`src/rtl/switch_debouncer_if.sv`:
```
// switch_debouncer_if: switch contact in, debounced level and edge pulses out.
//   raw     - bouncing mechanical contact (1 = up), driven by master
//   trigger - debounced level (or latched toggle), driven by slave
//   rise    - one-cycle pulse on an accepted 0->1 change
//   fall    - one-cycle pulse on an accepted 1->0 change
//   busy    - high while a candidate change is settling
interface switch_debouncer_if;
    logic raw;
    logic trigger;
    logic rise;
    logic fall;
    logic busy;
    modport master (output raw, input trigger, rise, fall, busy);
    modport slave (input raw, output trigger, rise, fall, busy);
endinterface

```
`src/rtl/switch_debouncer.sv`:
```
// switch_debouncer: two-flop synchronizer plus one-hot settle FSM that turns a
// bouncing switch contact into a clean level with rise/fall pulses.
//   clk - single clock, all state on its rising edge
//   rst - synchronous, active-low reset
//   sw  - switch_debouncer_if.slave (raw in; trigger, rise, fall, busy out)
// Parameters: STABLE_CNT (stable samples to accept, 1..2^CNT_W), CNT_W.
// Macro SWITCH_DEBOUNCER_TOGGLE_EN: trigger latches, inverting on every rise.
module switch_debouncer #(
    parameter int STABLE_CNT = 10,
    parameter int CNT_W      = 4
) (
    input logic clk,
    input logic rst,
    switch_debouncer_if.slave sw
);
    typedef enum logic [3:0] {
        STABLE_LOW  = 4'b0001,
        RISE_WAIT   = 4'b0010,
        STABLE_HIGH = 4'b0100,
        FALL_WAIT   = 4'b1000
    } state_t;

    // Final count value; a change is accepted on the sample where cnt equals it.
    localparam logic [CNT_W-1:0] LAST = CNT_W'(STABLE_CNT - 1);

    logic             sync0;
    logic             sync1;
    state_t           state;
    state_t           state_n;
    logic [CNT_W-1:0] cnt;
    logic [CNT_W-1:0] cnt_n;
    logic             trigger_q;
    logic             trigger_n;
    logic             rise_q;
    logic             rise_n;
    logic             fall_q;
    logic             fall_n;
    logic             busy_q;
    logic             busy_n;

    always_ff @(posedge clk) begin
        if (!rst) begin
            sync0     <= 1'b0;
            sync1     <= 1'b0;
            state     <= STABLE_LOW;
            cnt       <= '0;
            trigger_q <= 1'b0;
            rise_q    <= 1'b0;
            fall_q    <= 1'b0;
            busy_q    <= 1'b0;
        end else begin
            sync0     <= sw.raw;
            sync1     <= sync0;
            state     <= state_n;
            cnt       <= cnt_n;
            trigger_q <= trigger_n;
            rise_q    <= rise_n;
            fall_q    <= fall_n;
            busy_q    <= busy_n;
        end
    end

    // A wait state either falls back on a bounce, accepts on the last count,
    // or keeps counting; cnt is cleared on every state change so it never wraps.
    always_comb begin
        state_n = state;
        cnt_n   = cnt;
        case (state)
            STABLE_LOW: begin
                if (sync1) begin
                    state_n = RISE_WAIT;
                    cnt_n   = '0;
                end
            end
            RISE_WAIT: begin
                if (!sync1) begin
                    state_n = STABLE_LOW;
                    cnt_n   = '0;
                end else if (cnt == LAST) begin
                    state_n = STABLE_HIGH;
                    cnt_n   = '0;
                end else begin
                    cnt_n = cnt + 1'b1;
                end
            end
            STABLE_HIGH: begin
                if (!sync1) begin
                    state_n = FALL_WAIT;
                    cnt_n   = '0;
                end
            end
            FALL_WAIT: begin
                if (sync1) begin
                    state_n = STABLE_HIGH;
                    cnt_n   = '0;
                end else if (cnt == LAST) begin
                    state_n = STABLE_LOW;
                    cnt_n   = '0;
                end else begin
                    cnt_n = cnt + 1'b1;
                end
            end
            default: begin
                state_n = STABLE_LOW;
                cnt_n   = '0;
            end
        endcase
    end

    // Outputs are computed from the transition and registered alongside state.
    always_comb begin
        rise_n = state == RISE_WAIT && state_n == STABLE_HIGH;
        fall_n = state == FALL_WAIT && state_n == STABLE_LOW;
        busy_n = state_n == RISE_WAIT || state_n == FALL_WAIT;
`ifdef SWITCH_DEBOUNCER_TOGGLE_EN
        trigger_n = rise_n ? !trigger_q : trigger_q;
`else
        trigger_n = state_n == STABLE_HIGH || state_n == FALL_WAIT;
`endif
    end

    assign sw.trigger = trigger_q;
    assign sw.rise    = rise_q;
    assign sw.fall    = fall_q;
    assign sw.busy    = busy_q;
endmodule

```
`src/flat_wrapper.sv`:
```
// flat-port wrapper written by rule: the top's interface ports become plain ports
module switch_debouncer_flat 
#(
    parameter int STABLE_CNT = 10,
    parameter int CNT_W      = 4
)
  (clk, rst, sw_raw, sw_trigger, sw_rise, sw_fall, sw_busy);
  switch_debouncer_if sw_i ();
  input logic clk;
  input logic rst;
  input wire logic [$bits(sw_i.raw)-1:0] sw_raw;
  output wire logic [$bits(sw_i.trigger)-1:0] sw_trigger;
  output wire logic [$bits(sw_i.rise)-1:0] sw_rise;
  output wire logic [$bits(sw_i.fall)-1:0] sw_fall;
  output wire logic [$bits(sw_i.busy)-1:0] sw_busy;
  assign sw_i.raw = sw_raw;
  assign sw_trigger = sw_i.trigger;
  assign sw_rise = sw_i.rise;
  assign sw_fall = sw_i.fall;
  assign sw_busy = sw_i.busy;
  switch_debouncer #(.STABLE_CNT(STABLE_CNT), .CNT_W(CNT_W)) u_core (.clk(clk), .rst(rst), .sw(sw_i));
endmodule
```
`config.mk`:
```
export PLATFORM = sky130hd
export DESIGN_NAME = switch_debouncer_flat
export DESIGN_NICKNAME = d
export VERILOG_FILES = /design/src/rtl/switch_debouncer_if.sv /design/src/rtl/switch_debouncer.sv /design/src/flat_wrapper.sv
export SDC_FILE = /design/constraint.sdc
export NUM_CORES = 1
export LEC_CHECK = 0
export ABC_AREA = 0
export CAP_MARGIN = 0
export CORE_MARGIN = 2
export CORE_UTILIZATION = 52
export DETAILED_ROUTE_END_ITERATION = 12
export GPL_TIMING_DRIVEN = 0
export PLACE_DENSITY = 0.85
export SLEW_MARGIN = 25
export SYNTH_ARGS = -nofsm -noshare
export SYNTH_HDL_FRONTEND = slang
export SYNTH_SLANG_ARGS = --single-unit
```
`constraint.sdc`:
```
create_clock -name clk -period 1.8 [get_ports clk]
set_input_delay 0.27 -clock clk [delete_from_list [all_inputs] [get_ports clk]]
set_output_delay 0.27 -clock clk [all_outputs]
set_load 0.02 [all_outputs]
```
# After elaboration in Yosys (flattened, before gate mapping)
# Cells that the tools add are included.
op_classes:
  muxes: 13
  addsub: 1
  reduce_logical: 5
  n_eq_ne: 11
ops:
  columns: ["operator", "count"]
  rows:
  - ["$mux W4", 11]
  - ["$pmux W4 S4", 2]
  - ["$eq A4 B4 Y1 const B", 3]
  - ["$eq A4 B1 Y1 const B", 2]
  - ["$eq A4 B2 Y1 const B", 2]
  - ["$eq A4 B3 Y1 const B", 2]
  - ["$add A4 B1 Y4 const B", 1]
  - ["$logic_and A1 B1 Y1", 2]
  - ["$logic_or A1 B1 Y1", 2]
  - ["$ne A2 B1 Y1 const B", 1]
  - ["$ne A2 B2 Y1 const B", 1]
  - ["$reduce_and A2 Y1", 1]
totals:
  in_bits: 3
  out_inout_bits: 4
  regBits: 14
  elab_cells: 38

# Depth between registers and ports, before layout
# Gate-level depths: netlist (run 1).
depth:
  word_depth: 6
  depth_mapped: 6

# Least setup slack after synthesis (run 1)
# Ideal clock, no wire load.
synth_timing:
  path_kind: "register to register"
  start: "reg u_core.state[3]"
  end: "reg u_core.cnt[2]"
  period_less_slack_ps: 1390
  arrival_time_ps: 1268
  setup_slack_ps: 410
  path_stages_with_launch: 6
  path_cell_list: "dfxtp_1 > buf_2 > and3b_1 > o2111ai_2 > nor3b_1 > a311o_2"
synth_between:
  elab_chain_cells: 3
synth_rtl:
  columns: ["element", "line_no", "source"]
  rows:
  - ["start, declared", "switch_debouncer.sv:28", "state_t state;"]
  - ["start signal, assigned", "switch_debouncer.sv:54", "state <= state_n;"]
  - ["$eq A4 B3 Y1 / $eq A4 B1 Y1 (equally long branches)", "switch_debouncer.sv:68", "case (state)"]
  - ["$ne A2 B2 Y1 (no source line) / $ne A2 B1 Y1 (equally long branches)", null, null]
  - ["$reduce_and A2 Y1 (no source line)", null, null]
  - ["end signal, assigned", "switch_debouncer.sv:55", "cnt <= cnt_n;"]
  - ["end, declared", "switch_debouncer.sv:30", "logic [CNT_W-1:0] cnt;"]
# Parallel ways exist; a longest one is shown, timed or not.
# A chain may end at the register's enable or synchronous reset.

# Worst setup path after layout (run 1)
layout_timing:
  start: "reg u_core.state[2]"
  end: "reg u_core.cnt[1]"
# The elaborated chain is that of the path after synthesis.

==> results.md, run 1 <==
- Status: finished, final reports clean
- Slowest stage delay, CP: 0.38 ns
- CTS H-tree depth: 1
- Vias in the first global route: 427
- CTS resizes: 0
- Fin crit period: 1.525 ns
- Initial antenna violation count: 0
- Worst-path maximum fanout: 9
- Critical Path, Cell by Cell: buf_6 -> or3b_1 -> a211oi_2 -> o2bb2ai_1 -> and2_1
- Vias: 532
- Most common cell after layout, fill and taps aside: dfxtp_1
- Most frequent cells in the layout: 14 x dfxtp_1, 6 x clkdlybuf4s50_1, 5 x nor2_1, 5 x nand2_1
- 1st-pass router iterations: 4
- Largest net degree at the start of global routing: 11
- Setup total negative slack: 0 ns
- LEAKAGE: 0.3187 nW
- FILL cells: 112
- Pins Over Slew Limit: 0
- Final hold vios: 0
- Initial core utilization: 54.33%
- Layout cells sized above 1: 18.52%
- Avg Inst Size Synth: 9.697 µm²
- Setup ws final: 0.2754 ns
- Relative slew slack: 75.77%
- Final-stage net count: 88
- All-layer global routing usage: 16.59%
- Synth Net Count: 77
- Detailed Route Iter0 Violations: 4
- Placed Cells: 93
- # IOs: 7
- Buffer and inverter count on the worst path: 1
- Worst Max-Slew Pin Slew: 0.3628 ns
- Worst Path Class, Setup: register to register
- CP max stage cell: or3b_1
- CTS Buf Count: 3
- Dpl cell area: 777.0 µm²
- Port bufs: 6
- DRC: 0
- Post-Route Skew: 0.004463 ns
- PD cells: 633.4 nW/µm²
- Post-DP HPWL: 865.6 µm
- Synth warnings: 0
- Area Growth Syn to Fin: 14.52%
- Post-Layout Inst Area: 799.5 µm²
- Fmax achieved: 655.9 MHz
- # clock sinks: 14
- Netlist cell types: 38
- Critical path's top delay family: compound AO/OA/AOI/OAI gates
- Unrepaired setup endpoints after global routing: no
- Routed WL per cell: 12.02 µm
- Startpoint types: register
- Worst-Skew Late Latency: 0.27 ns
- Postcts setup bufs: 0
- Die area: 1652 µm²
- Core Area: 1285 µm²
- Chip Width: 40.64 µm
- Post-synthesis cell count: 72
- Detailed Route WL: 1154 µm
- Total grt overflow: 0
- First-pass GRT wire length: 1773 µm
- Final ANT Viol Nets: 0
- WP data required: 2.02 ns
- CTS root buf: clkbuf_4
- Worst Hold Margin: 0.4340 ns
- Period utilization: 84.70%
- CTS tree: built
- Clock Pin Slew Worst Setup and Hold Paths: 0.07 ns
- Hold crit path type: register to register
- CTS max path bufs: 2
- Post-DR vias/cell: 5.542
- Seq cells post-synth: 14
- Max VDD drop: 0.4892 mV
- Antenna Cells: 0
- Post-Layout Cell Count: 96
- Top cell type by total area after synthesis: dfxtp_1
- GP Congestion: 0.7664
- Maxcap violations: 0
- Post-synth top area share: 40.14%
- Cell Rows: 13
- Pre-CTS setup slack: 0.2264 ns
- Seq/Total Area, Yosys: 40.14%
- Number of hold buffers added after cts: 0
- Setup crit end kind: register
- Synth top area cells: dfxtp_1 40%, ha_1 3.6%, a311o_2 3.2%
- Final setup fails: 0
- Arrival @ worst endpoint: 1.75 ns
- Chip height: 40.64 µm
- Post-synth design cell area: 698.2 µm²
==> synthesized netlist by cell type <==
cell and count:
o2bb2ai_1 1, nor3b_1 2, or2b_1 1, o2111a_1 1, ha_1 2, a21boi_1 1, dfxtp_1 14, nor3_1 2
or3b_1 1, a311o_2 2, and2b_2 1, a21o_2 1, and4b_1 2, nand4_1 1, and3b_1 1, nand3_1 2
or2_2 1, nor2_1 5, o21ai_0 2, nor4_1 1, and2b_1 1, buf_6 1, o31ai_1 1, nand2b_1 1
o221ai_1 1, inv_1 3, nand2_1 5, nor3b_2 1, o21a_1 1, a211oi_1 1, clkbuf_1 1, a2111o_1 1
o211ai_2 1, and2_1 3, nand3b_1 2, o2111ai_2 1, buf_2 2, a211oi_2 1
==> power by group <==
group / internal (mW) / leakage, nW / switching, mW / total (mW)
Sequential: 0.313 / 0.113 / 0.00344 / 0.317
Clock: 0.0774 / 0.0138 / 0.0861 / 0.164
Combinational: 0.0118 / 0.191 / 0.0143 / 0.0262
==> cell families (layout without fill, tap and decap cells) <==
group,count (synthesis),after routing,share of synthesized area (%)
fa+ha+maj,2,2,3.584
buf+inv,7,16,5.196
simple gates,33,33,29.39
compound gates,16,16,21.69
flops,14,14,40.14
==> per-layer routing <==
metal	global-route usage (%)	vias up	wire length, µm
met2	24.60	5	549
li1	-	283	-
met1	22.00	242	576
met5	0	-	0
met3	3.261	2	17
met4	10.00	0	10
==> final timing paths <==
| check | startpoint | endpoint | slack (ns) | depth (start not counted) |
|---|---|---|---|---|
| hold / removal | u_core.sync0 | u_core.sync1 | 0.43 | 1 |
| setup / recovery | u_core.state[2] | u_core.cnt[1] | 0.28 | 5 |
| setup reg to reg | u_core.state[2] | u_core.cnt[1] | 0.28 | 5 |
| hold reg to reg | u_core.sync0 | u_core.sync1 | 0.43 | 1 |
==> registers in the layout, indices dropped and copies added (netlist names) <==
name,cells
u_core.sync0,1
u_core.sw.trigger,1
u_core.state,4
u_core.sw.busy,1
u_core.cnt,4
u_core.sw.rise,1
u_core.sync1,1
u_core.sw.fall,1
==> metrics by stage <==
stage	power (mW)	util, %
global route	0.5286	62.22
global placement	0.3497	60.47
CTS	0.5143	62.22
detailed placement	0.3502	60.47
floorplan	0.3391	-
finish	0.5064	62.22
==> area by class of cell <==
type	count	area (µm²)	share of cell area, %
Tap cell	15	18.77	2.347
Clock buffer	3	22.52	2.817
Sequential cell	14	280.3	35.05
Timing Repair Buffer	6	60.06	7.512
Buffer	4	25.02	3.130
Multi-Input combinational cell	51	381.6	47.73
Inverter	3	11.26	1.408
(Power assumes the default switching activity.)
==> run 2, diff against run 1 <==
Settings changed: CORE_UTILIZATION 52 to 47, PLACE_DENSITY 0.85 to 0.81.
Clock period 1.8 ns to 1.2 ns, I/O delays scaled along.
==> results.md, run 2 (synthesized netlist as in run 1, its figures left out) <==
- Number of hold buffers added after cts: 0
- All-layer global routing usage: 18.53%
- Top Registers: u_core.cnt: 4 flops, u_core.state: 4 flops
- Initial antenna violation count: 0
- DRC: 0
- Routed WL per cell: 14.56 µm
- Setup ws final: -0.2570 ns
- CTS H-tree depth: 1
- CTS root buf: clkbuf_4
- LEAKAGE: 0.4387 nW
- Startpoint types: register
- Relative slew slack: 79.64%
- Period utilization: 121.4%
- Worst-path maximum fanout: 8
- Final hold vios: 0
- Chip height: 42.54 µm
- CP max stage cell: a311o_2
- Worst-Skew Late Latency: 0.29 ns
- Fin crit period: 1.457 ns
- Detailed Route WL: 1631 µm
- Most frequent cells in the layout: 14 x buf_4, 8 x dfxtp_1, 4 x nor2_1, 4 x nand2_1, 4 x dlygate4sd2_1
- CTS tree: built
- Most common cell after layout, fill and taps aside: buf_4
- Slowest stage delay, CP: 0.35 ns
- CTS max path bufs: 2
- Status: finished with violations
- Post-DP HPWL: 887.9 µm
- Vias: 655
- Fmax achieved: 686.3 MHz
- Max VDD drop: 0.5608 mV
- Initial core utilization: 51.71%
- Cell Rows: 13
- Setup crit end kind: register
- PD cells: 812.3 nW/µm²
- Worst Path Class, Setup: register to register
- Final setup fails: 11
- Layout cells sized above 1: 48.45%
- Worst Max-Slew Pin Slew: 0.3040 ns
- First-pass GRT wire length: 2525 µm
- Unrepaired setup endpoints after global routing: yes
- Chip Width: 42.54 µm
- Pins Over Slew Limit: 0
- Maxcap violations: 0
- Placed Cells: 93
- Antenna Cells: 0
- Post-Route Skew: 0.01024 ns
- Critical Path, Cell by Cell: buf_6 -> and3b_2 -> o2111ai_4 -> nor3b_2 -> a311o_2
- Post-DR vias/cell: 5.848
- Clock Pin Slew Worst Setup and Hold Paths: 0.09 ns
- Post-Layout Cell Count: 112
- Final ANT Viol Nets: 0
- Arrival @ worst endpoint: 1.64 ns
- Core Area: 1350 µm²
- Hold crit path type: register to register
- WP data required: 1.39 ns
- Detailed Route Iter0 Violations: 19
- CTS Buf Count: 3
- Vias in the first global route: 575
- Area Growth Syn to Fin: 44.09%
- Largest net degree at the start of global routing: 11
- # clock sinks: 14
- Worst Hold Margin: 0.4574 ns
- Port bufs: 6
- # IOs: 7
- Die area: 1810 µm²
- Final-stage net count: 103
- GP Congestion: 0.7787
- 1st-pass router iterations: 4
- Total grt overflow: 0
- Failing checks: setup timing
run 2: cell count changes in the layout (fill, tap and decap cells not counted), moves of 3 or more:
cell	previous run	this run
clkdlybuf4s50_1	6	2
dfxtp_2	0	3
dfxtp_1	14	8
dfxtp_4	0	3
buf_4	0	14
dlygate4sd2_1	0	4
run 2: where the power goes:
| group | internal, mW | switching, mW | total, mW |
|---|---|---|---|
| Sequential | 0.464 | 0.00580 | 0.470 |
| Clock | 0.129 | 0.161 | 0.291 |
| Combinational | 0.0289 | 0.0278 | 0.0567 |
run 2: path summary, 6_finish.rpt:
check / slack [ns] / from / endpoint / cells past startpoint
worst max-delay path: -0.26 / u_core.state[3] / u_core.cnt[2] / 5
worst min-delay path: 0.46 / u_core.sync0 / u_core.sync1 / 1
worst max register to register: -0.26 / u_core.state[3] / u_core.cnt[2] / 5
worst min register to register: 0.46 / u_core.sync0 / u_core.sync1 / 1
run 2: repair_timing:
action	4_1_cts	5_1_grt
pin swaps	6	10
setup buffers	6	10
gates resized for setup	13	8
endpoints found under the setup margin	16	12
run 2: final cells by class:
cell class / count / area [µm²]
Multi-Input combinational cell: 51 / 439.2
Fill cell: 92 / 344.1
Sequential cell: 14 / 295.3
Timing Repair Buffer: 22 / 183.9
Buffer: 3 / 27.53
Clock buffer: 4 / 26.28
Tap cell: 15 / 18.77
Inverter: 3 / 15.01
run 2: critical path: cells and delay by family (launching register included):
family / cells / cell delay, ns
AOI/OAI and AO/OA: 2 / 0.61
buffers and inverters: 1 / 0.11
DFF: 1 / 0.33
and+or+nand+nor: 2 / 0.31
run 2: stage by stage:
stage                     power, mW  cell area (µm²)  utilization [%]  setup TNS, ns  setup slack [ns]
after global placement       0.5235            813.3            60.24         -2.593           -0.3889
final                        0.8171             1006            74.51         -1.969           -0.2570
after detailed placement     0.5239            813.3            60.24         -2.719           -0.4291
after global routing         0.8425             1006            74.51         -2.701           -0.3326
after CTS                    0.8078            889.6            65.89         -1.836           -0.2291
after floorplan              0.5076            734.5                -        -0.8087           -0.1723
run 2: routing by layer:
metal,track usage (%),part of all wire (%),up-vias
li1,-,-,316
met2,32.92,50,24
met4,11.25,2.2,0
met1,20.47,43,310
met3,2.586,4.5,5
met5,0,0,-
